File: config.mk
export PLATFORM = sky130hd
export DESIGN_NAME = accel_avg_filter_flat
export DESIGN_NICKNAME = d
export VERILOG_FILES = /design/src/rtl/accel_avg_filter_pkg.sv /design/src/rtl/accel_avg_filter_if.sv /design/src/rtl/accel_sample_ram.sv /design/src/rtl/accel_avg_filter.sv /design/src/flat_wrapper.sv
export SDC_FILE = /design/constraint.sdc
export NUM_CORES = 1
export LEC_CHECK = 0
export CAP_MARGIN = 20
export CORE_ASPECT_RATIO = 1.2
export CORE_MARGIN = 2
export CORE_UTILIZATION = 45
export DETAILED_ROUTE_END_ITERATION = 10
export DONT_BUFFER_PORTS = 1
export GPL_TIMING_DRIVEN = 0
export RECOVER_POWER = 25
export SLEW_MARGIN = 20
export SYNTH_ARGS = -nofsm -noshare
export SYNTH_HDL_FRONTEND = slang
export SYNTH_SLANG_ARGS = --single-unit
File: constraint.sdc
create_clock -name clk -period 8.6 [get_ports clk]
set_clock_uncertainty 0.15 [all_clocks]
set_input_delay 2.58 -clock clk [delete_from_list [all_inputs] [get_ports clk]]
set_output_delay 2.58 -clock clk [all_outputs]
set_load 0.005 [all_outputs]
File: src/rtl/accel_avg_filter_pkg.sv
// Shared definitions for the accelerometer moving-average filter.
//  - ACC_WIDTH / ACC_LOG2_DEPTH : default sample width and log2 window length
//  - state_e                    : FSM encoding (ST_FLUSH=0, ST_RUN=1), also
//                                 consumed by the downstream game logic
package accel_avg_filter_pkg;

   localparam int ACC_WIDTH      = 16;
   localparam int ACC_LOG2_DEPTH = 3;

   typedef enum logic {
      ST_FLUSH = 1'b0,
      ST_RUN   = 1'b1
   } state_e;

endpackage

File: src/rtl/accel_avg_filter_if.sv
// Sample/average bundle between the accelerometer front end and the filter.
//  master : drives sample_in, sample_valid, clear; sees avg_out, avg_valid, primed, busy
//  slave  : the filter side
interface accel_avg_filter_if import accel_avg_filter_pkg::*; #(
   parameter int WIDTH = ACC_WIDTH
) ();

   logic [WIDTH-1:0] sample_in;
   logic             sample_valid;
   logic             clear;
   logic [WIDTH-1:0] avg_out;
   logic             avg_valid;
   logic             primed;
   logic             busy;

   modport master (
      output sample_in, sample_valid, clear,
      input  avg_out, avg_valid, primed, busy
   );

   modport slave (
      input  sample_in, sample_valid, clear,
      output avg_out, avg_valid, primed, busy
   );

endinterface

File: src/rtl/accel_sample_ram.sv
// Circular sample buffer: DEPTH x WIDTH, one asynchronous read port and one
// synchronous write port sharing the address, so a read and a write to the
// same entry in one cycle returns the old contents. No reset: the filter's
// FLUSH state is what zeroes it.
//  clk   : clock
//  we    : write enable
//  addr  : read/write address
//  wdata : write data
//  rdata : current contents of mem[addr]
module accel_sample_ram import accel_avg_filter_pkg::*; #(
   parameter int WIDTH      = ACC_WIDTH,
   parameter int LOG2_DEPTH = ACC_LOG2_DEPTH
) (
   input  logic                  clk,
   input  logic                  we,
   input  logic [LOG2_DEPTH-1:0] addr,
   input  logic [WIDTH-1:0]      wdata,
   output logic [WIDTH-1:0]      rdata
);

   logic [WIDTH-1:0] mem_q [1<<LOG2_DEPTH];

   assign rdata = mem_q[addr];

   always_ff @(posedge clk) begin
      if (we) mem_q[addr] <= wdata;
   end

endmodule

File: src/rtl/accel_avg_filter.sv
// Moving-average smoother for signed accelerometer samples. Keeps the last
// 2**LOG2_DEPTH accepted samples in a ring buffer and a running sum, and
// publishes floor(sum / DEPTH) one cycle after each accepted sample.
//  clk, rst : clock, synchronous active-high reset
//  bus      : slave side of accel_avg_filter_if
//             sample_in/sample_valid/clear in; avg_out/avg_valid/primed/busy out
module accel_avg_filter import accel_avg_filter_pkg::*; #(
   parameter int WIDTH      = ACC_WIDTH,
   parameter int LOG2_DEPTH = ACC_LOG2_DEPTH
) (
   input  logic               clk,
   input  logic               rst,
   accel_avg_filter_if.slave  bus
);

   localparam int DEPTH = 1 << LOG2_DEPTH;
   localparam int SUM_W = WIDTH + LOG2_DEPTH;

   typedef logic [LOG2_DEPTH-1:0] ptr_t;
   typedef logic [LOG2_DEPTH:0]   fill_t;

   state_e                   state_q,     state_d;
   ptr_t                     wr_ptr_q,    wr_ptr_d;
   fill_t                    fill_cnt_q,  fill_cnt_d;
   logic signed [SUM_W-1:0]  sum_q,       sum_d;
   logic [WIDTH-1:0]         avg_out_q,   avg_out_d;
   logic                     avg_valid_q, avg_valid_d;
   logic                     primed_q,    primed_d;

   logic                     ram_we;
   logic [WIDTH-1:0]         ram_wdata;
   logic [WIDTH-1:0]         old_sample;
   logic signed [SUM_W-1:0]  new_ext, old_ext;

   accel_sample_ram #(.WIDTH(WIDTH), .LOG2_DEPTH(LOG2_DEPTH)) u_ram (
      .clk   (clk),
      .we    (ram_we),
      .addr  (wr_ptr_q),
      .wdata (ram_wdata),
      .rdata (old_sample)
   );

   assign new_ext = {{LOG2_DEPTH{bus.sample_in[WIDTH-1]}}, bus.sample_in};
   assign old_ext = {{LOG2_DEPTH{old_sample[WIDTH-1]}},    old_sample};

   always_comb begin
      state_d     = state_q;
      wr_ptr_d    = wr_ptr_q;
      fill_cnt_d  = fill_cnt_q;
      sum_d       = sum_q;
      avg_out_d   = avg_out_q;
      avg_valid_d = 1'b0;
      primed_d    = primed_q;
      ram_we      = 1'b0;
      ram_wdata   = '0;
      case (state_q)
         ST_FLUSH: begin
            // Zero one entry per cycle; inputs are ignored until the ring is clean.
            ram_we   = 1'b1;
            wr_ptr_d = wr_ptr_q + 1'b1;
            if (wr_ptr_q == ptr_t'(DEPTH-1)) state_d = ST_RUN;
         end
         ST_RUN: begin
            if (bus.clear) begin
               state_d    = ST_FLUSH;
               wr_ptr_d   = '0;
               fill_cnt_d = '0;
               sum_d      = '0;
               avg_out_d  = '0;
               primed_d   = 1'b0;
            end else if (bus.sample_valid) begin
               ram_we    = 1'b1;
               ram_wdata = bus.sample_in;
               wr_ptr_d  = wr_ptr_q + 1'b1;
               // Swap the oldest sample out of the running sum.
               sum_d     = sum_q + new_ext - old_ext;
               if (fill_cnt_q != fill_t'(DEPTH)) fill_cnt_d = fill_cnt_q + 1'b1;
               // Dropping the low bits of a two's-complement sum is an
               // arithmetic shift, i.e. floor toward -inf; the top WIDTH bits
               // always fit because |sum| <= DEPTH * 2**(WIDTH-1).
               avg_out_d   = sum_d[SUM_W-1:LOG2_DEPTH];
               avg_valid_d = 1'b1;
               primed_d    = (fill_cnt_d == fill_t'(DEPTH));
            end
         end
         default: state_d = ST_FLUSH;
      endcase
   end

   always_ff @(posedge clk) begin
      if (rst) begin
         state_q     <= ST_FLUSH;
         wr_ptr_q    <= '0;
         fill_cnt_q  <= '0;
         sum_q       <= '0;
         avg_out_q   <= '0;
         avg_valid_q <= 1'b0;
         primed_q    <= 1'b0;
      end else begin
         state_q     <= state_d;
         wr_ptr_q    <= wr_ptr_d;
         fill_cnt_q  <= fill_cnt_d;
         sum_q       <= sum_d;
         avg_out_q   <= avg_out_d;
         avg_valid_q <= avg_valid_d;
         primed_q    <= primed_d;
      end
   end

   assign bus.avg_out   = avg_out_q;
   assign bus.avg_valid = avg_valid_q;
   assign bus.primed    = primed_q;
   assign bus.busy      = (state_q == ST_FLUSH);

endmodule
File: src/flat_wrapper.sv
// flat-port wrapper written by rule: the top's interface ports become plain ports
module accel_avg_filter_flat import accel_avg_filter_pkg::*;
#(
   parameter int WIDTH      = ACC_WIDTH,
   parameter int LOG2_DEPTH = ACC_LOG2_DEPTH
)
  (clk, rst, bus_sample_in, bus_sample_valid, bus_clear, bus_avg_out, bus_avg_valid, bus_primed, bus_busy);
  accel_avg_filter_if #(.WIDTH(WIDTH)) bus_i ();
  input  logic clk;
  input  logic rst;
  input wire logic [$bits(bus_i.sample_in)-1:0] bus_sample_in;
  input wire logic [$bits(bus_i.sample_valid)-1:0] bus_sample_valid;
  input wire logic [$bits(bus_i.clear)-1:0] bus_clear;
  output wire logic [$bits(bus_i.avg_out)-1:0] bus_avg_out;
  output wire logic [$bits(bus_i.avg_valid)-1:0] bus_avg_valid;
  output wire logic [$bits(bus_i.primed)-1:0] bus_primed;
  output wire logic [$bits(bus_i.busy)-1:0] bus_busy;
  assign bus_i.sample_in = bus_sample_in;
  assign bus_i.sample_valid = bus_sample_valid;
  assign bus_i.clear = bus_clear;
  assign bus_avg_out = bus_i.avg_out;
  assign bus_avg_valid = bus_i.avg_valid;
  assign bus_primed = bus_i.primed;
  assign bus_busy = bus_i.busy;
  accel_avg_filter #(.WIDTH(WIDTH), .LOG2_DEPTH(LOG2_DEPTH)) u_core (.clk(clk), .rst(rst), .bus(bus_i));
endmodule
==> impl_metrics.json, run 1 <==
{
  "outcome": "completed",
  "dr.pass1.iters": 5,
  "syn-instance-count": 561,
  "p_int_w": 0.00146,
  "placed_area_um2": 8140,
  "p_leak_nw": 3.20,
  "ys_seq_elements": 160,
  "path_delay_family": "adder cells",
  "hpwlAfterDp_um": 12100,
  "cap_violations": 0,
  "final-seq-area_um2": 4480,
  "switching_share_pct": 27.4,
  "min_period_ns": 5.18,
  "routedWlPerCell_um": 20.1,
  "drtIter0Drc": 322,
  "fin_crit_sh_pct": 60.2,
  "crit_buf_inv": 2,
  "grt_pass1_wl_um": 25000,
  "drt_wl_total_um": 16400,
  "synth_edf_count": 128,
  "synth_cell_type_count": 54,
  "port-buffer-count": 0,
  "final_cell_mix": "edfxtp_1 (128), inv_1 (79), mux4_2 (32), dfxtp_1 (32), nand2_1 (26)",
  "synth_nets": 623,
  "cts_tree": "yes",
  "dieArea_um2": 18200,
  "setup_tns_ns": 0,
  "hp-class": "register to register",
  "synth_compound_area_share_pct": 6.98,
  "synth_top_family_by_area": "multiplexers",
  "pin_count": 39,
  "synth_xor_area_share_pct": 1.81,
  "arrival_ns": 5.34,
  "cts_buffer_depth": 2,
  "worst_slew_pin_slew_ns": 1.32,
  "die_y_um": 148,
  "grt_overflow": 0,
  "power_switching_w": 0.000549,
  "cts_buffers": 17,
  "multi_input_area_um2": 2790,
  "crit_top_cell": "a21oi_1",
  "cp_slowest_cell": "fa_1",
  "nNetsFinal": 652,
  "clockPowerShare_pct": 37.1,
  "core.rowCount": 52,
  "rsz0062_at_grt": "no",
  "grt_pass1_vias": 4647,
  "cts_resized": 0,
  "post_cts_buffers": 0,
  "maxSlewHeadroom_pct": 11.4,
  "fin_util_pct": 51.9,
  "worst_ep_required_time_ns": 8.76,
  "final_area_um2": 8750,
  "drive_gt1_share_pct": 21.9,
  "path_max_fanout": 4,
  "finalSetupViolCount": 0,
  "avgSynthCellArea_um2": 13.8,
  "root_buffer": "clkbuf_16",
  "slowest_delay_ns": 0.51,
  "clkTransAtPathRegs_ns": 0.06,
  "place_congestion": 0.817,
  "worstSetupStartpointType": "primary input",
  "maxSlewViolCount": 0,
  "layout_commonest_cell": "edfxtp_1",
  "cts.sinks": 160,
  "yosys.area_share.adder_pct": 8.55,
  "ys.warnings.count": 0,
  "power_density_nw_per_um2": 229,
  "core-area_um2": 16900,
  "hold_viol_final": 0,
  "htree_levels": 4,
  "combinationalPowerShare_pct": 19.8,
  "antenna_found_initial": 0,
  "die_width_um": 124,
  "irDropWorstVdd_mv": 0.164,
  "drc": 0,
  "synthArstFlopShare_pct": 0,
  "ys_seq_area_share_pct": 58.0,
  "muxShareOfSynthArea_pct": 11.9,
  "crit_chain": "inv_1 -> fa_1 -> inv_1 -> ha_1 -> a21oi_1 -> nor3b_1 -> a21oi_1 -> nor2_1 -> mux2i_1 -> a21oi_1 -> o31a_1",
  "clock_latency_ns": 0.43,
  "crit_path_end_kind": "register",
  "seq_power_share_pct": 43.2,
  "fillers": 1388,
  "worstSetupPathType": "primary input to register",
  "yosys.area_share.simple_pct": 6.17,
  "start_util_pct": 45.9,
  "syn_area_um2": 7730,
  "viasPerCell": 5.56,
  "grt_use_total_pct": 18.9,
  "ant_nets": 0,
  "diodes": 0,
  "grt_max_degree": 17,
  "vias": 4553,
  "ys.flop_type": "edfxtp_1",
  "synthToLayoutAreaGrowth_pct": 13.1,
  "fmax_mhz": 193,
  "hold_buffers": 0
}
power groups by stage:
stage	clock (W)	combinational, W	sequential [W]
floorplan	0	0.000299	0.000880
global placement	0	0.000377	0.000882
detailed placement	0	0.000395	0.000883
CTS	0.000755	0.000397	0.000866
global route	0.000787	0.000440	0.000868
finish	0.000744	0.000397	0.000866
synth_stat cells, drive strengths merged (4+ instances only):
master  number  area [µm²]
fa          18         360
nor3         7        45.0
nand2       26        97.6
edfxtp     128        3840
a22oi        6        45.0
o21ai       27         139
mux4        32         721
buf         23         159
clkbuf      11        43.8
nor2        28         105
inv         80         300
nand3        4        20.0
o21a         5        37.5
mux2        15         169
a21oi       19        95.1
nand2b       5        38.8
xor2         7        61.3
nor4        15        93.8
dfxtp       32         641
ha          24         300
xnor2        9        78.8
state kept, by name, summed over array words and instances, names as in the netlist, named ones only:
signal	cells
u_core.fill_cnt_q	4
u_core.wr_ptr_q	3
u_core.sum_q	3
u_core.state_q	1
u_core.bus.avg_out	16
u_core.u_ram.mem_q	128
u_core.bus.primed	1
u_core.bus.avg_valid	1
layer usage:
metal	share of wire [%]	global-route usage, %
met2	54	33.2
met5	0	0
met3	4.1	3.51
met1	40	22.3
met4	2.3	8.58
layout make-up:
class,count,share of cell area (%)
repair buffers,10,1.24
flip-flops and latches,160,51.3
inverters,82,3.52
plain buffers,34,2.27
well taps,216,3.09
clock buffers,17,4.86
multi-input cells,285,31.9
clock inverters,15,1.80
metrics by stage:
stage / instances / worst slack (ns) / hold slack, ns / total power [W]
after floorplan: 561 / 3.53 / 0.275 / 0.00118
after global placement: 777 / 2.44 / 0.305 / 0.00126
after detailed placement: 787 / 2.98 / 0.309 / 0.00128
after CTS: 819 / 3.42 / 0.330 / 0.00202
after global routing: 819 / 3.29 / 0.355 / 0.00210
final: 819 / 3.42 / 0.325 / 0.00201
tightest hold or removal path, stage by stage, from the launching register on:
cell and delay, ns:
dfxtp_1 0.32, nand2_1 0.06, a21oi_1 0.06
final timing paths:
check | from | end | slack, ns | cells past startpoint
max | bus_sample_in[5] | u_core.bus.avg_out[15]$_SDFFE_PP0P_ | 3.42 | 11
min | u_core.bus.primed$_SDFFE_PP0P_ | u_core.bus.primed$_SDFFE_PP0P_ | 0.33 | 2
max reg2reg | register | u_core.bus.avg_out[15]$_SDFFE_PP0P_ | 3.79 | 14
min reg2reg | u_core.bus.primed$_SDFFE_PP0P_ | u_core.bus.primed$_SDFFE_PP0P_ | 0.33 | 2
cells by family (layout without fill, tap and decap cells):
| family | count (synthesis) | in the layout |
|---|---|---|
| flip-flops | 160 | 160 |
| buffers and inverters | 116 | 158 |
| AND/OR/NAND/NOR | 96 | 96 |
| AO/OA/AOI/OAI | 81 | 81 |
| multiplexers | 50 | 50 |
| adder cells (fa/ha/maj) | 42 | 42 |
| XOR/XNOR | 16 | 16 |
Note: power is estimated with default switching activity, not from simulation.
==> run 2, diff against run 1 <==
- clock period: 8.6 -> 5 ns (I/O delays scaled with it)
==> impl_metrics.json, run 2 (synthesized netlist as in run 1, its figures left out) <==
{
  "multi_input_area_um2": 2800,
  "p_int_w": 0.00251,
  "largest_reg_flops": 128,
  "crit_path_end_kind": "register",
  "drt_wl_total_um": 16400,
  "antenna_found_initial": 0,
  "cts.sinks": 160,
  "cts_buffers": 17,
  "clock_latency_ns": 0.43,
  "hpwlAfterDp_um": 12100,
  "r2r_cells": 14,
  "hp-class": "register to register",
  "switching_share_pct": 27.3,
  "maxSlewViolCount": 0,
  "start_util_pct": 45.9,
  "irDropWorstVdd_mv": 0.281,
  "power_switching_w": 0.000943,
  "viasPerCell": 5.57,
  "power_density_nw_per_um2": 394,
  "place_congestion": 0.817,
  "dr.pass1.iters": 5,
  "grt_max_degree": 17,
  "rrSetupSlack_ns": 0.25,
  "root_buffer": "clkbuf_16",
  "fin_crit_sh_pct": 94.9,
  "worst_slew_pin_slew_ns": 1.29,
  "cts_buffer_depth": 2,
  "cts_tree": "yes",
  "maxSlewHeadroom_pct": 13.2,
  "fin_util_pct": 51.9,
  "layout_commonest_cell": "edfxtp_1",
  "path_max_fanout": 10,
  "port-buffer-count": 0,
  "pin_count": 39,
  "rsz0062_at_grt": "no",
  "worst_ep_required_time_ns": 5.16,
  "diodes": 0,
  "combinationalPowerShare_pct": 19.8,
  "fillers": 1387,
  "hold_buffers": 0,
  "worstSetupPathType": "register to register",
  "clkTransAtPathRegs_ns": 0.06,
  "ant_nets": 0,
  "worstSetupStartpointType": "register",
  "nNetsFinal": 652,
  "final-seq-area_um2": 4480,
  "hold_depth": 2,
  "final.setup.worst_slack_ns": 0.253,
  "routedWlPerCell_um": 20.0,
  "top_register": "u_core.u_ram.mem_q",
  "grt_pass1_wl_um": 25000,
  "grt_overflow": 0,
  "hold_viol_final": 0,
  "worstReg2RegEnd": "u_core.bus.avg_out[15]$_SDFFE_PP0P_",
  "grt_pass1_vias": 4647,
  "drive_gt1_share_pct": 22.1,
  "outcome": "completed",
  "arrival_ns": 4.90,
  "seq_power_share_pct": 43.2,
  "min_period_ns": 4.75,
  "final_cell_mix": "edfxtp_1 (128), inv_1 (79), mux4_2 (32), dfxtp_1 (32), nand2_1 (26)",
  "p_leak_nw": 3.20,
  "htree_levels": 4,
  "hold_path.startpoint": "u_core.bus.primed$_SDFFE_PP0P_",
  "clockPowerShare_pct": 37.1,
  "core-area_um2": 16900,
  "die_width_um": 124,
  "vias": 4562,
  "drtIter0Drc": 321,
  "cap_violations": 0,
  "finalSetupViolCount": 0,
  "dpl_worst_slack_ns": 0.175,
  "die_y_um": 148,
  "min_to": "u_core.bus.primed$_SDFFE_PP0P_",
  "grt_use_total_pct": 18.9,
  "core.rowCount": 52,
  "dieArea_um2": 18200,
  "fmax_mhz": 211,
  "synthToLayoutAreaGrowth_pct": 13.2,
  "drc": 0
}
## run 2: changes by cell type in the layout (fill, tap and decap cells not counted)
| cell | previous run | this run |
|---|---|---|
| o31ai_1 | 1 | 0 |
| o31ai_2 | 0 | 1 |
## run 2: power groups by stage
stage / clock [W] / sequential, W / combinational, W
3_5_place_dp: 0 / 0.00152 / 0.000679
3_3_place_gp: 0 / 0.00152 / 0.000649
4_1_cts: 0.00130 / 0.00149 / 0.000682
6_report: 0.00128 / 0.00149 / 0.000683
2_1_floorplan: 0 / 0.00151 / 0.000515
5_1_grt: 0.00135 / 0.00149 / 0.000759
## run 2: worst max-delay path by stage
stage                           startpoint                                  end  slack (ns)  cells after the start
after floorplan                   register  u_core.bus.avg_out[14]$_SDFFE_PP0P_        0.97                     14
after CTS                         register  u_core.bus.avg_out[15]$_SDFFE_PP0P_        0.14                     14
after global placement    bus_sample_valid   u_core.u_ram.mem_q[0][8]$_DFFE_PP_       -0.08                      4
after global routing              register  u_core.bus.avg_out[15]$_SDFFE_PP0P_        0.04                     14
final                             register  u_core.bus.avg_out[15]$_SDFFE_PP0P_        0.25                     14
after detailed placement          register  u_core.bus.avg_out[15]$_SDFFE_PP0P_        0.18                     14
## run 2: through the flow
stage                     instance area (µm²)  instances  TNS [ns]  total power [W]  hold WS (ns)
final                                    8750        819         0          0.00345         0.325
after global routing                     8750        819         0          0.00361         0.355
after CTS                                8720        819         0          0.00347         0.330
after detailed placement                 8140        787         0          0.00220         0.309
after global placement                   8000        777     -2.47          0.00217         0.305
after floorplan                          7730        561         0          0.00203         0.275
## run 2: layout make-up
cell class / instances / area share (%)
buffer: 34 / 2.27
inverter: 82 / 3.52
clock inverter: 15 / 1.80
clock buffer: 17 / 4.86
sequential: 160 / 51.2
timing repair buffer: 10 / 1.24
multi-input combinational: 285 / 32.0
tap: 216 / 3.09
## run 2: repair_timing
item	CTS	global route
resized for setup	0	1
setup endpoints to repair	0	1
setup buffers	0	0
hold endpoints to repair	0	0
## run 2: worst max-delay path, stage by stage, from the launching register on
cell	delay, ns
dfxtp_1	0.31
clkbuf_1	0.22
buf_2	0.44
mux4_2	0.56
mux2_2	0.31
fa_1	0.48
inv_1	0.05
ha_1	0.35
a21oi_1	0.31
nor3b_1	0.47
a21oi_1	0.18
nor2_1	0.19
mux2i_1	0.26
a21oi_1	0.10
o31a_1	0.24
## run 2: routing by layer
layer  up-vias  global-route usage, %  routed length (µm)
met5         -                      0                   0
li1       2083                      -                   -
met3        36                   3.51                 573
met4         0                   8.58                 517
met2       114                   33.2                8700
met1      2329                   22.3                6570
